**src/rtl/usr_pkg.sv**
```systemverilog
// Shared definitions for the burst shifter: mode codes, FSM states and a
// helper that tells which modes may run as a counted burst.
package usr_pkg;

    typedef logic [2:0] mode_t;

    localparam mode_t MODE_HOLD  = 3'b000;
    localparam mode_t MODE_SHU   = 3'b001;
    localparam mode_t MODE_SHD   = 3'b010;
    localparam mode_t MODE_LOAD  = 3'b011;
    localparam mode_t MODE_ROTU  = 3'b100;
    localparam mode_t MODE_ROTD  = 3'b101;
    localparam mode_t MODE_ASHD  = 3'b110;
    localparam mode_t MODE_CLR   = 3'b111;

    typedef enum logic {
        ST_IDLE = 1'b0,
        ST_RUN  = 1'b1
    } state_t;

    // Hold, load and clear give the same result on every repeat, so they never burst.
    function automatic logic is_burst_mode(input mode_t m);
        return (m == MODE_SHU) || (m == MODE_SHD) || (m == MODE_ROTU) ||
               (m == MODE_ROTD) || (m == MODE_ASHD);
    endfunction

endpackage

```
**src/rtl/usr_burst_shifter_if.sv**
```systemverilog
// Control/data bundle between a sequencer (master) and the burst shifter (slave).
interface usr_burst_shifter_if #(
    parameter int WIDTH = 8,
    parameter int CNT_W = 4
);
    logic [2:0]       mode;
    logic [WIDTH-1:0] pdata_in;
    logic             sin_lsb;
    logic             sin_msb;
    logic             start;
    logic [CNT_W-1:0] count;
    logic [WIDTH-1:0] q;
    logic             sout_lsb;
    logic             sout_msb;
    logic             busy;
    logic             done;

    modport master (
        output mode, pdata_in, sin_lsb, sin_msb, start, count,
        input  q, sout_lsb, sout_msb, busy, done
    );

    modport slave (
        input  mode, pdata_in, sin_lsb, sin_msb, start, count,
        output q, sout_lsb, sout_msb, busy, done
    );
endinterface

```
**src/rtl/usr_next_val.sv**
```systemverilog
// Combinational next-value function of the universal shift register.
module usr_next_val
    import usr_pkg::*;
#(
    parameter int WIDTH = 8
) (
    input  mode_t            i_mode,
    input  logic [WIDTH-1:0] i_q,
    input  logic             i_sin_lsb,
    input  logic             i_sin_msb,
    input  logic [WIDTH-1:0] i_pdata,
    output logic [WIDTH-1:0] o_q_next
);

    always_comb begin
        o_q_next = i_q;
        case (i_mode)
            MODE_HOLD: o_q_next = i_q;
            MODE_SHU:  o_q_next = {i_q[WIDTH-2:0], i_sin_lsb};
            MODE_SHD:  o_q_next = {i_sin_msb, i_q[WIDTH-1:1]};
            MODE_LOAD: o_q_next = i_pdata;
            MODE_ROTU: o_q_next = {i_q[WIDTH-2:0], i_q[WIDTH-1]};
            MODE_ROTD: o_q_next = {i_q[0], i_q[WIDTH-1:1]};
            MODE_ASHD: o_q_next = {i_q[WIDTH-1], i_q[WIDTH-1:1]};
            MODE_CLR:  o_q_next = '0;
            default:   o_q_next = i_q;
        endcase
    end

endmodule

```
**src/rtl/usr_burst_shifter.sv**
```systemverilog
// Universal shift register with a counted burst engine: one start command
// runs up to 2^CNT_W-1 steps of a latched mode, reported via busy/done.
module usr_burst_shifter
    import usr_pkg::*;
#(
    parameter int WIDTH = 8,
    parameter int CNT_W = 4
) (
    input  logic                clk,
    input  logic                clr,
    usr_burst_shifter_if.slave  bus
);

    state_t           r_state;
    mode_t            r_mode;
    logic [CNT_W-1:0] r_cnt;
    logic [WIDTH-1:0] r_q;
    logic             r_busy;
    logic             r_done;

    mode_t            w_mode_sel;
    logic [WIDTH-1:0] w_q_next;
    logic             w_burst_start;

    // While running, the live mode input is ignored in favour of the latched one.
    assign w_mode_sel    = (r_state == ST_RUN) ? r_mode : bus.mode;
    assign w_burst_start = bus.start && is_burst_mode(bus.mode) && (bus.count != '0);

    usr_next_val #(
        .WIDTH (WIDTH)
    ) u_next_val (
        .i_mode    (w_mode_sel),
        .i_q       (r_q),
        .i_sin_lsb (bus.sin_lsb),
        .i_sin_msb (bus.sin_msb),
        .i_pdata   (bus.pdata_in),
        .o_q_next  (w_q_next)
    );

    always_ff @(posedge clk or posedge clr) begin
        if (clr) begin
            r_state <= ST_IDLE;
            r_mode  <= MODE_HOLD;
            r_cnt   <= '0;
            r_q     <= '0;
            r_busy  <= 1'b0;
            r_done  <= 1'b0;
        end else begin
            r_done <= 1'b0;
            case (r_state)
                ST_IDLE: begin
                    if (w_burst_start) begin
                        r_mode  <= bus.mode;
                        r_cnt   <= bus.count;
                        r_busy  <= 1'b1;
                        r_state <= ST_RUN;
                    end else begin
                        r_q <= w_q_next;
                        // Degenerate start: one step, then report completion.
                        if (bus.start) begin
                            r_done <= 1'b1;
                        end
                    end
                end
                ST_RUN: begin
                    r_q   <= w_q_next;
                    r_cnt <= r_cnt - CNT_W'(1);
                    if (r_cnt == CNT_W'(1)) begin
                        r_state <= ST_IDLE;
                        r_busy  <= 1'b0;
                        r_done  <= 1'b1;
                    end
                end
                default: begin
                    r_state <= ST_IDLE;
                    r_busy  <= 1'b0;
                end
            endcase
        end
    end

    assign bus.q        = r_q;
    assign bus.busy     = r_busy;
    assign bus.done     = r_done;
    assign bus.sout_lsb = r_q[0];
    assign bus.sout_msb = r_q[WIDTH-1];

endmodule

```
**src/flat_wrapper.sv**
```systemverilog
// flat-port wrapper written by rule: the top's interface ports become plain ports
module usr_burst_shifter_flat import usr_pkg::*;
#(
    parameter int WIDTH = 8,
    parameter int CNT_W = 4
)
  (clk, clr, bus_mode, bus_pdata_in, bus_sin_lsb, bus_sin_msb, bus_start, bus_count, bus_q, bus_sout_lsb, bus_sout_msb, bus_busy, bus_done);
  usr_burst_shifter_if #(.WIDTH(WIDTH), .CNT_W(CNT_W)) bus_i ();
  input  logic clk;
  input  logic clr;
  input wire logic [$bits(bus_i.mode)-1:0] bus_mode;
  input wire logic [$bits(bus_i.pdata_in)-1:0] bus_pdata_in;
  input wire logic [$bits(bus_i.sin_lsb)-1:0] bus_sin_lsb;
  input wire logic [$bits(bus_i.sin_msb)-1:0] bus_sin_msb;
  input wire logic [$bits(bus_i.start)-1:0] bus_start;
  input wire logic [$bits(bus_i.count)-1:0] bus_count;
  output wire logic [$bits(bus_i.q)-1:0] bus_q;
  output wire logic [$bits(bus_i.sout_lsb)-1:0] bus_sout_lsb;
  output wire logic [$bits(bus_i.sout_msb)-1:0] bus_sout_msb;
  output wire logic [$bits(bus_i.busy)-1:0] bus_busy;
  output wire logic [$bits(bus_i.done)-1:0] bus_done;
  assign bus_i.mode = bus_mode;
  assign bus_i.pdata_in = bus_pdata_in;
  assign bus_i.sin_lsb = bus_sin_lsb;
  assign bus_i.sin_msb = bus_sin_msb;
  assign bus_i.start = bus_start;
  assign bus_i.count = bus_count;
  assign bus_q = bus_i.q;
  assign bus_sout_lsb = bus_i.sout_lsb;
  assign bus_sout_msb = bus_i.sout_msb;
  assign bus_busy = bus_i.busy;
  assign bus_done = bus_i.done;
  usr_burst_shifter #(.WIDTH(WIDTH), .CNT_W(CNT_W)) u_core (.clk(clk), .clr(clr), .bus(bus_i));
endmodule
```
**config.mk**
```make
export PLATFORM = sky130hd
export DESIGN_NAME = usr_burst_shifter_flat
export DESIGN_NICKNAME = d
export VERILOG_FILES = /design/src/rtl/usr_pkg.sv /design/src/rtl/usr_burst_shifter_if.sv /design/src/rtl/usr_next_val.sv /design/src/rtl/usr_burst_shifter.sv /design/src/flat_wrapper.sv
export SDC_FILE = /design/constraint.sdc
export NUM_CORES = 1
export LEC_CHECK = 0
export CAP_MARGIN = 20
export CORE_MARGIN = 2
export CORE_UTILIZATION = 48
export DETAILED_ROUTE_END_ITERATION = 8
export GPL_ROUTABILITY_DRIVEN = 0
export PLACE_DENSITY_LB_ADDON = 0.3
export REMOVE_ABC_BUFFERS = 1
export SLEW_MARGIN = 20
export SYNTH_ARGS = -nofsm -noshare
export SYNTH_HDL_FRONTEND = slang
export SYNTH_SLANG_ARGS = --single-unit
```
**constraint.sdc**
```tcl
create_clock -name clk -period 2.2 [get_ports clk]
set_clock_uncertainty 0.2 [all_clocks]
set_input_delay 0.44 -clock clk [delete_from_list [all_inputs] [get_ports clk]]
set_output_delay 0.44 -clock clk [all_outputs]
set_load 0.05 [all_outputs]
```
Word-level counts from Yosys, hierarchy flattened
Cells that the tools add are included.

Output and inout port bits: 12. Bits of input ports: 20. Logic and storage cells: 50. Register bits after elaboration: 18.

Reduce and logical (&&, ||, !) cells: 10. Add/sub/neg operators: 1. Multiplexer cells: 16. Bitwise logic cells: 1. Equal/unequal tests: 16.

Operators by type and width (count): 8-bit case mux with 8 select lines (1); 3-bit equality test, second input constant (7); 8-bit case mux with 2 select lines (1); 3-bit by 2-bit equality test with 1-bit output, second input constant (3); 8-bit 2-to-1 mux (1); 4-bit case mux with 2 select lines (1); 1-bit 2-to-1 mux (7); 3-bit by 1-bit equality test with 1-bit output, second input constant (2); 1-bit case mux with 2 select lines (3); 4-bit by 1-bit equality test with 1-bit output, second input constant (1); 1-bit logical OR (4); 4-bit 2-to-1 mux (1); 2-bit inequality test, second input constant (2); 2-bit AND reduction (2); 4-bit nonzero test (1); 4-bit by 1-bit subtractor with 4-bit output, second input constant (1); 3-bit logical NOT (1); 3-bit 2-to-1 mux (1); 1-bit logical AND (2); 2-bit by 1-bit inequality test with 1-bit output, second input constant (1); 1-bit NOT (1).

Longest topological paths before layout
Depth in word-level cells: 9. Gate-level depth with buffers: 7.

Modules after synthesis
Synthesis repeated with hierarchy kept, for this count alone.

Cell total of the unflattened synthesis: 140. Area total of the unflattened synthesis: 1413.9 um^2.

By module, submodules not included: usr_burst_shifter (cells each 71, seq. area each 450.4 um^2, area an instance 927.1 um^2, instances 1); usr_next_val (cells each 69, seq. area each 0.0 um^2, area an instance 486.7 um^2, instances 1).

Worst setup path before layout
No wires, ideal clock.

Path kind: input -> register. Start point: input bus_count[2]. End point: register u_core.r_q[1], in the netlist u_core.bus.q[1]. Arrival: 1.474 ns. Data required time: 1.918 ns. Stages on the path: 6. Path slack: 0.444 ns. Setup time: 0.082 ns. Path through: nor4_1 -> a211o_1 -> buf_6 -> buf_2 -> a21oi_1 -> a31oi_1.

Word-level cells in the longest chain between the ends: 3.

RTL lines: from (decl) (RTL line flat_wrapper.sv:16) `input wire logic [$bits(bus_i.count)-1:0] bus_count;`; 4-bit nonzero test (RTL line usr_burst_shifter.sv:27) `assign w_burst_start = bus.start && is_burst_mode(bus.mode) && (bus.count != '0);`; 1-bit logical AND (RTL line usr_burst_shifter.sv:27); 2-bit inequality test (no line); to (signal assigned) (RTL line usr_burst_shifter.sv:58) `r_q <= w_q_next;`; to (signal assigned) (RTL line usr_burst_shifter.sv:66) `r_q <= w_q_next;`; to (decl) (RTL line usr_burst_shifter.sv:17) `logic [WIDTH-1:0] r_q;`.

No other way between the ends. A chain may end at the register's enable or synchronous reset.

Final worst setup path
Start point: register u_core.r_busy, in the netlist u_core.bus.busy. End point: output bus_busy.

RTL lines: from (decl) (RTL line usr_burst_shifter.sv:18) `logic r_busy;`; from (signal assigned) (RTL line usr_burst_shifter.sv:46) `r_busy <= 1'b0;`; from (signal assigned) (RTL line usr_burst_shifter.sv:55) `r_busy <= 1'b1;`; from (signal assigned) (RTL line usr_burst_shifter.sv:70) `r_busy <= 1'b0;`; to (decl) (RTL line flat_wrapper.sv:20) `output wire logic [$bits(bus_i.busy)-1:0] bus_busy;`.

No word-level cell between the ends.

==> impl_metrics.toml <==
[clocking]
path_clk_slew_ns = 0.11
clockBufferDepth = 2
ctsHoldBuffers = 0
cts_tree = "done"
insertion_delay_ns = 0.29
h-tree-depth = 1
cts.sinks = 18
cts_buffers = 3
cts-root-buf = "clkbuf_4"

[worst_setup_path]
path_cells = "clkdlybuf4s50_1"
crit_type = "flop to primary output"
crit_family = "buffers and inverters"
rr_endpoint = "u_core.bus.q[6]$_DFFE_PP0P_"
rr_startpoint = "u_core.r_state$_DFF_PP0_"
slowest_stage = "clkdlybuf4s50_1"
start_kind = "flop"
path_max_fanout = 2
cp.required_ns = 1.56
setup.worst_path.end_class = "primary output"
r2r_cells = 4
critPathArrivalTime_ns = 1.47
slowest_delay_ns = 0.80
crit_buf_inv = 1
ff2ff_setup_slack_ns = 0.29

[sta]
slew_violations = 0
hold_ws_ns = 0.242
min_period_ns = 2.11
hold_viol_final = 0
fin_crit_sh_pct = 96.1
clock.fmax_mhz = 473
worst_slack_ns = 0.0868
rsz0062_at_grt = "false"
slew-limit-headroom_pct = 65.9
setup_viol = 0
worst_slew_pin_slew_ns = 0.511

[logic_synthesis]
ys_seq_area_share_pct = 37.7
ys_types = 44
synth_flop_cell = "dfrtp_1"
synth_edf_count = 0
synthArstFlopShare_pct = 100
synth_warnings = 0
ys_ff_latch = 18
synth_area_sq_mm = 0.00120
synth_area_per_cell_sq_um = 10.7
syn_inst = 112

[floorplan]
io_pins = 32
start_util_pct = 49.6
die_y_microns = 53.9
core_sq_mm = 0.00241
die_area_sq_mm = 0.00291
rows = 18
die_w_microns = 53.9

[grt]
grt_use_met2_pct = 36.2
antenna_found_initial = 0
grt_pass1_vias = 957
use_met1_pct = 27.5
grt_max_degree = 19
grt-ovfl-total = 0
grt_pass1_wl_microns = 4350
grt_use_total_pct = 21.5
top_usage_layer = "met2"
grt_use_met3_pct = 3.33

[routing]
drt_first_pass_iters = 4
wl_per_cell_microns = 15.5
drtAntennaViolNets = 0
via_count = 1033
vias_per_cell = 5.64
wl_microns = 2830
drc = 0
first_iter_violations = 35

[final_layout]
post-route-util_pct = 66.6
fillers = 206
drive_gt1_share_pct = 24.2
final_cells = 183
fin_area_sq_mm = 0.00160
syn_to_final_growth_pct = 34.1
nets = 176
final_cell_mix = "21 x clkdlybuf4s50_1, 20 x buf_4, 17 x dfrtp_1, 8 x inv_1, 8 x a31oi_1"
antenna-diode-count = 0
layout_commonest_cell = "clkdlybuf4s50_1"

[run]
cap_viol_max_count = 0

[placement]
placed_cells = 179
portBuffers = 31
placed_cell_area_sq_mm = 0.00156
dp_slack_ns = -0.141
dpl.hpwl_microns = 2150

[min_path]
hp-class = "primary input to async pin"

[power]
ir_worst_vdd_v = 0.00101
p_per_area_mw_per_mm2 = 1640
power.leakage_nw = 0.711

[outcome]
status = "finished clean"
sequential cells by signal, summed over array words and instances, names as in the netlist:
register	count
u_core.bus.busy	1
u_core.bus.done	1
u_core.r_state	1
u_core.bus.q	8
u_core.r_cnt	4
u_core.r_mode	3
how the worst max path moves through the flow:
stage / start / end / slack, ns / cells after the start
2_1_floorplan: u_core.r_state$_DFF_PP0_ / u_core.bus.q[1]$_DFFE_PP0P_ / 0.17 / 4
3_3_place_gp: bus_mode[0] / u_core.bus.q[0]$_DFFE_PP0P_ / -0.09 / 6
3_5_place_dp: bus_count[2] / u_core.bus.q[6]$_DFFE_PP0P_ / -0.14 / 6
4_1_cts: u_core.bus.q[2]$_DFFE_PP0P_ / bus_q[2] / 0.01 / 1
5_1_grt: bus_count[2] / u_core.bus.q[2]$_DFFE_PP0P_ / 0.04 / 6
6_report: u_core.bus.busy$_DFFE_PP0P_ / bus_busy / 0.09 / 1
timing repair:
action / CTS / global route
setup endpoints to repair: 0 / 8
setup buffers: 0 / 0
gates resized for setup: 0 / 4
power by group:
group / total [W] / internal [W] / leakage, nW / switching [W]
clock: 0.000210 / 0.000101 / 0.0210 / 0.000110
sequential: 0.000725 / 0.000510 / 0.213 / 0.000214
combinational: 0.00169 / 0.000710 / 0.477 / 0.000980
cell families after synthesis:
| group | Yosys count | synth area share (%) |
|---|---|---|
| simple gates | 19 | 11.6 |
| fa+ha+maj | 2 | 2.09 |
| compound gates | 45 | 25.5 |
| xor+xnor | 1 | 0.732 |
| buf+inv | 15 | 7.95 |
| mux | 12 | 14.4 |
| flops | 18 | 37.7 |
cells in the mapped netlist, types with 2 or more instances:
cell,n,share of area [%]
dfrtp_1,18,38
a31oi_1,8,4.2
inv_1,8,2.5
a21oi_1,7,2.9
o21ai_0,7,2.9
a22oi_1,6,3.8
buf_6,4,3.8
nand2_1,4,1.3
mux2_1,3,2.8
mux2i_1,3,2.5
mux2i_4,3,5.6
a21o_1,2,1.3
buf_4,2,1.3
ha_1,2,2.1
mux2_4,2,2.5
nand2b_1,2,1.0
nand3_1,2,0.84
o21a_1,2,1.3
o22ai_1,2,1.0
through the flow:
stage	power (W)	TNS [ns]
2_1_floorplan	0.00190	0
3_3_place_gp	0.00237	-0.840
3_5_place_dp	0.00243	-1.31
4_1_cts	0.00264	0
5_1_grt	0.00281	0
6_report	0.00262	0
cell type report:
| class | count | area [sq um] | area share [%] |
|---|---|---|---|
| clock buffer | 4 | 36.3 | 2.26 |
| multi-input combinational | 79 | 651 | 40.6 |
| timing repair buffer | 44 | 398 | 24.8 |
| sequential | 18 | 452 | 28.2 |
| tap | 30 | 37.5 | 2.34 |
| inverter | 8 | 30.0 | 1.87 |
layer usage:
layer	up-vias	part of all wire (%)
met1	501	45
met3	2	3.7
li1	509	-
met2	21	51
met5	-	0
met4	0	0.71
No activity file was read; power rests on OpenSTA's default activity.
